`config.mk`:
```
export PLATFORM = sky130hd
export DESIGN_NAME = ones_expander
export DESIGN_NICKNAME = d
export VERILOG_FILES = /design/src/rtl/ones_expander.sv
export SDC_FILE = /design/constraint.sdc
export NUM_CORES = 1
export LEC_CHECK = 0
export ABC_CLOCK_PERIOD_IN_PS = 3000
export BUFFER_PORTS_ARGS = -buffer_cell sky130_fd_sc_hd__buf_4
export CAP_MARGIN = 20
export CORE_MARGIN = 1.5
export CORE_UTILIZATION = 35
export DETAILED_ROUTE_END_ITERATION = 10
export SYNTH_ARGS = -nofsm -noshare
export SYNTH_HDL_FRONTEND = slang
export SYNTH_SLANG_ARGS = --single-unit
```
`constraint.sdc`:
```
create_clock -name clk -period 3 [get_ports clk]
set_input_delay 0.75 -clock clk [delete_from_list [all_inputs] [get_ports clk]]
set_output_delay 0.75 -clock clk [all_outputs]
set_load 0.05 [all_outputs]
```
`src/rtl/ones_expander.sv`:
```
`default_nettype none
// ============================================================================
// Module   : ones_expander
// Purpose  : Sequential count-to-thermometer converter. A request carrying
//            a ones count is accepted in IDLE. The word is then built one
//            bit position per clock, over WIDTH clocks, and published on q
//            with a one-cycle valid pulse.
// Ports    : clk    - system clock, rising edge
//            rst_n  - asynchronous active-low reset
//            load   - request, sampled only while ready=1
//            cnt    - requested number of ones (legal 0..WIDTH)
//            ready  - high in IDLE (combinational from state)
//            q      - last completed thermometer word (registered)
//            valid  - one-cycle pulse when q updates (registered)
//            err    - last accepted cnt exceeded WIDTH (registered)
// Revision : 1.0 - initial release
// ============================================================================
module ones_expander #(
   parameter int WIDTH     = 8,
   parameter bit LSB_FIRST = 1'b1
) (
   input  logic                       clk,
   input  logic                       rst_n,
   input  logic                       load,
   input  logic [$clog2(WIDTH):0]     cnt,
   output logic                       ready,
   output logic [WIDTH-1:0]           q,
   output logic                       valid,
   output logic                       err
);

   localparam int CW = $clog2(WIDTH) + 1;   // count width
   localparam int IW = $clog2(WIDTH);       // bit-index width

   localparam logic [IW-1:0] c_LAST  = IW'(WIDTH - 1);
   localparam logic [CW-1:0] c_WIDTH = CW'(WIDTH);

   typedef enum logic [0:0] {
      S_IDLE = 1'b0,
      S_FILL = 1'b1
   } state_t;

   state_t           r_state;
   state_t           w_state_nxt;
   logic [CW-1:0]    r_cnt;
   logic [IW-1:0]    r_idx;
   logic [WIDTH-1:0] r_work;

   logic             w_accept;
   logic             w_done;
   logic             w_bit;
   logic [IW-1:0]    w_pos;
   logic [CW-1:0]    w_cnt_clamp;
   logic [WIDTH-1:0] w_work_nxt;

   // ---------------------------------------------------------------------
   // State register
   // ---------------------------------------------------------------------
   always_ff @(posedge clk or negedge rst_n) begin
      if (!rst_n) begin
         r_state <= S_IDLE;
      end else begin
         r_state <= w_state_nxt;
      end
   end

   // ---------------------------------------------------------------------
   // Next-state and handshake decode
   // ---------------------------------------------------------------------
   always_comb begin
      w_state_nxt = r_state;
      ready       = 1'b0;
      w_accept    = 1'b0;
      w_done      = 1'b0;
      case (r_state)
         S_IDLE: begin
            ready    = 1'b1;
            w_accept = load;
            if (load) begin
               w_state_nxt = S_FILL;
            end
         end
         S_FILL: begin
            w_done = (r_idx == c_LAST);
            if (w_done) begin
               w_state_nxt = S_IDLE;
            end
         end
         default: begin
            w_state_nxt = S_IDLE;
         end
      endcase
   end

   // ---------------------------------------------------------------------
   // Bit builder: the index is widened to the count width so that a
   // count of exactly WIDTH sets every position without wrap-around.
   // ---------------------------------------------------------------------
   always_comb begin
      w_cnt_clamp = (cnt > c_WIDTH) ? c_WIDTH : cnt;
      w_bit       = (CW'(r_idx) < r_cnt);
      w_pos       = LSB_FIRST ? r_idx : (c_LAST - r_idx);
      w_work_nxt  = r_work;
      w_work_nxt[w_pos] = w_bit;
   end

   // ---------------------------------------------------------------------
   // Datapath and output registers
   // ---------------------------------------------------------------------
   always_ff @(posedge clk or negedge rst_n) begin
      if (!rst_n) begin
         r_cnt  <= '0;
         r_idx  <= '0;
         r_work <= '0;
         q      <= '0;
         valid  <= 1'b0;
         err    <= 1'b0;
      end else begin
         valid <= 1'b0;
         if (w_accept) begin
            r_cnt  <= w_cnt_clamp;
            err    <= (cnt > c_WIDTH);
            r_work <= '0;
            r_idx  <= '0;
         end else if (r_state == S_FILL) begin
            r_work <= w_work_nxt;
            if (w_done) begin
               // Publish the completed word including the bit written now.
               q     <= w_work_nxt;
               valid <= 1'b1;
            end else begin
               r_idx <= r_idx + IW'(1);
            end
         end
      end
   end

endmodule
`default_nettype wire
```
==> results.md <==
* Antenna violations before repair at 0
* Congestion Overflow GR at 0
* Crit path arrival time at 2310 ps
* Post-layout util at 0.420
* # IOs at 18
* RSZ-0062 raised after global routing: no
* Crit-path cells: ha_1 > ha_1 > nand2_2 > inv_2 > nand2_1 > o31ai_1
* Top cell type's share of synthesized area at 0.482
* Final setup violation count at 0
* Layout Nets at 159
* Drt drc at 0
* Setup slack, reg-to-reg at 870 ps
* Non-filler cells in the finished layout at 195
* Req. time, crit path at 3180 ps
* Fmax at 469 MHz
* Crit Path Class: reg -> reg
* Critical path's most frequent cell: ha_1
* Outcome: finished clean
* Switch share at 0.471
* Overall power at 1860 µW
* Final WL at 2910 µm
* Delay-heaviest family, CP: flip-flops
* Max Root-Sink Buffers at 2
* H-tree depth at 1
* Share of layout cells above drive strength 1 at 0.204
* Unique masters post-synth at 30
* Detail Route Antenna Nets at 0
* CP max FO at 12
* Final Hold Viols at 0
* Starting DRC count in detailed routing at 53
* Clk network pwr share at 0.125
* Die width at 65.1 µm
* Core area at 3690 µm²
* Max cap viols at 0
* Pin count of the biggest net entering global routing at 27
* Vias in the first global route at 1029
* Row cnt at 22
* Placer Congestion at 0.746
* CTS tree: yes
* Mux cell area share after synthesis at 0.0167
* Detailed Place HPWL at 1980 µm
* Worst R2R End: q[5]$_DFFE_PN0P_
* Die area at 4240 µm²
* Cells after synthesis at 134
* Place WS at 831 ps
* Initial core utilization at 0.366
* Ranking of synthesized cells by area: dfrtp_1, o31ai_1, a31oi_1, ha_1, o21ai_0
* Final Cycle Share at 0.711
* Die H at 65.1 µm
* Post-CTS setup buffer count at 0
* Post-cts sizing count at 0
* Root buf cell: clkbuf_8
* PwrDens at 1200 nW/µm²
* #FFs+latches synth at 26
* Slew Limit Fails at 0
* Routed len/inst at 14.9 µm
* Simple-Gate Fraction of Synth Area at 0.181
* Leakage at 0.000673 µW
* Slowest CP cell: dfrtp_1
* Fin crit period at 2130 ps
* Area share of xor/xnor cells in the synthesized design at 0
* Placed cells at 191
* Area delta synth->final at 14.8%
* Seq/Total Area, Yosys at 0.482
* Initial DRT Pass Iterations at 4
* Largest family of logic cells by synthesized area: compound AO/OA/AOI/OAI gates
* Buf+Inv Stages, Crit Path at 1
* Setup TNS at 0 ps
* N_diodes at 0
* Total CTS buffers at 3
* Worst-Skew Late Latency at 280 ps
* Clk pin slew, worst setup/hold paths at 90 ps
* Instance count on the critical path at 6
* FF-to-FF path depth at 6
* Hold Path Class: in -> async
* RR Startpoint: r_idx[0]$_DFFE_PN0P_
* Slew HR at 0.470
* Worst setup EP type: register
* Post-Syn Area per Cell at 10.1 µm²
* Hold_buf cts at 0
* Syn nets at 145
* Logic pwr share at 0.528
* Post-synth top area cell: dfrtp_1
* Area share of fa/ha/maj cells after synthesis at 0.0371
* DR vias at 1057
* GRT Overall Usage at 0.152
* CTS Sinks at 26
* Compound-cell area share of the yosys netlist at 0.227
* Pin slew with the least headroom to its limit at 791 ps
* Yosys warns at 0
* Sw Pwr at 877 µW
* Internal power at 984 µW
* VDD IR max at 0.339 mV
* Final WS setup at 867 ps
* IO buf count at 17
* Post-synthesis cell area at 1350 µm²
* Skew final at 3.97 ps
* Vias per cell at 5.42
* First-pass GRT wire length at 4950 µm
* Register share of total power at 0.347
* CP startpoint kind: register
* Max incr delay on CP at 610 ps
-- worst max path at each step --
stage | startpoint | endpoint | slack, ps
final | r_idx[0]$_DFFE_PN0P_ | q[5]$_DFFE_PN0P_ | 870
after global routing | r_idx[1]$_DFFE_PN0P_ | q[6]$_DFFE_PN0P_ | 610
after CTS | r_idx[0]$_DFFE_PN0P_ | q[6]$_DFFE_PN0P_ | 840
after detailed placement | r_idx[0]$_DFFE_PN0P_ | q[5]$_DFFE_PN0P_ | 830
after global placement | r_idx[0]$_DFFE_PN0P_ | q[6]$_DFFE_PN0P_ | 910
after floorplan | r_state$_DFF_PN0_ | ready | 1430
-- cells in the final DEF (no fill, tap or decap) --
cell type and count:
ha_1 4, or3_4 1, nor3b_1 4, or3b_1 1
o31ai_1 9, o21ai_0 9, a31oi_1 8, inv_1 6
o211ai_1 1, clkbuf_8 4, nor3b_2 2, dfrtp_1 26
nand2_1 9, nand3b_1 3, nand2_2 1, a22o_1 2
nor2_1 5, nand2b_1 6, nor3_2 1, mux2_2 2
buf_4 18, a21boi_0 5, nand3_1 8, o32ai_1 2
o2111ai_1 1, a21oi_1 4, a2bb2oi_1 4, inv_2 1
-- sequential cells by signal, summed over array words and instances (netlist names) --
name	cells
r_work	8
r_state	1
err	1
q	8
r_cnt	4
valid	1
r_idx	3
-- cell type report --
cell class	instances	area, µm²
clock buffer	4	55.1
multi-input combinational	92	623
timing repair buffer	18	135
inverter	7	26.3
tap	48	60.1
fill	385	2140
sequential	26	651
-- metrics by stage --
step	cell area [µm²]	hold slack, ps
6_report	1550	361
5_1_grt	1550	385
4_1_cts	1550	375
3_5_place_dp	1500	481
3_3_place_gp	1500	467
2_1_floorplan	1350	442
-- routing by layer --
layer	track usage	vias up	wire, µm
li1	-	515	-
met1	0.208	516	1340
met2	0.236	19	1410
met3	0.0154	7	75
met4	0.0911	0	91
met5	0	-	0
-- cell usage after synthesis, drive strengths merged --
library cell / count
o211ai: 1
o2111ai: 1
dfrtp: 26
buf: 7
a21boi: 5
nor2: 5
mux2: 2
or3: 1
o32ai: 2
a31oi: 8
ha: 4
inv: 7
nand3: 8
nor3: 1
nand3b: 3
nor3b: 6
a21oi: 4
clkbuf: 2
nand2b: 6
nand2: 10
o31ai: 9
a2bb2oi: 4
or3b: 1
a22o: 2
o21ai: 9
-- power by group through the flow --
stage	Clock (µW)	Sequential, µW	Combinational (µW)
6_report	233	645	982
5_1_grt	251	668	1080
4_1_cts	239	644	989
3_5_place_dp	0	648	987
3_3_place_gp	0	636	971
2_1_floorplan	0	759	642
-- worst reg2reg max path, delay by kind of cell, from the launching register on --
family / cells / cell delay, ps
DFF: 1 / 610
adders and majority gates: 2 / 600
and+or+nand+nor: 2 / 350
AOI/OAI and AO/OA: 1 / 300
buffers and inverters: 1 / 190
-- kinds of logic after synthesis --
family                   after synthesis
AND/OR/NAND/NOR                       41
AO/OA/AOI/OAI                         45
adder cells (fa/ha/maj)                4
flip-flops                            26
multiplexers                           2
buffers and inverters                 16
Power figures use the tool's default switching activity.
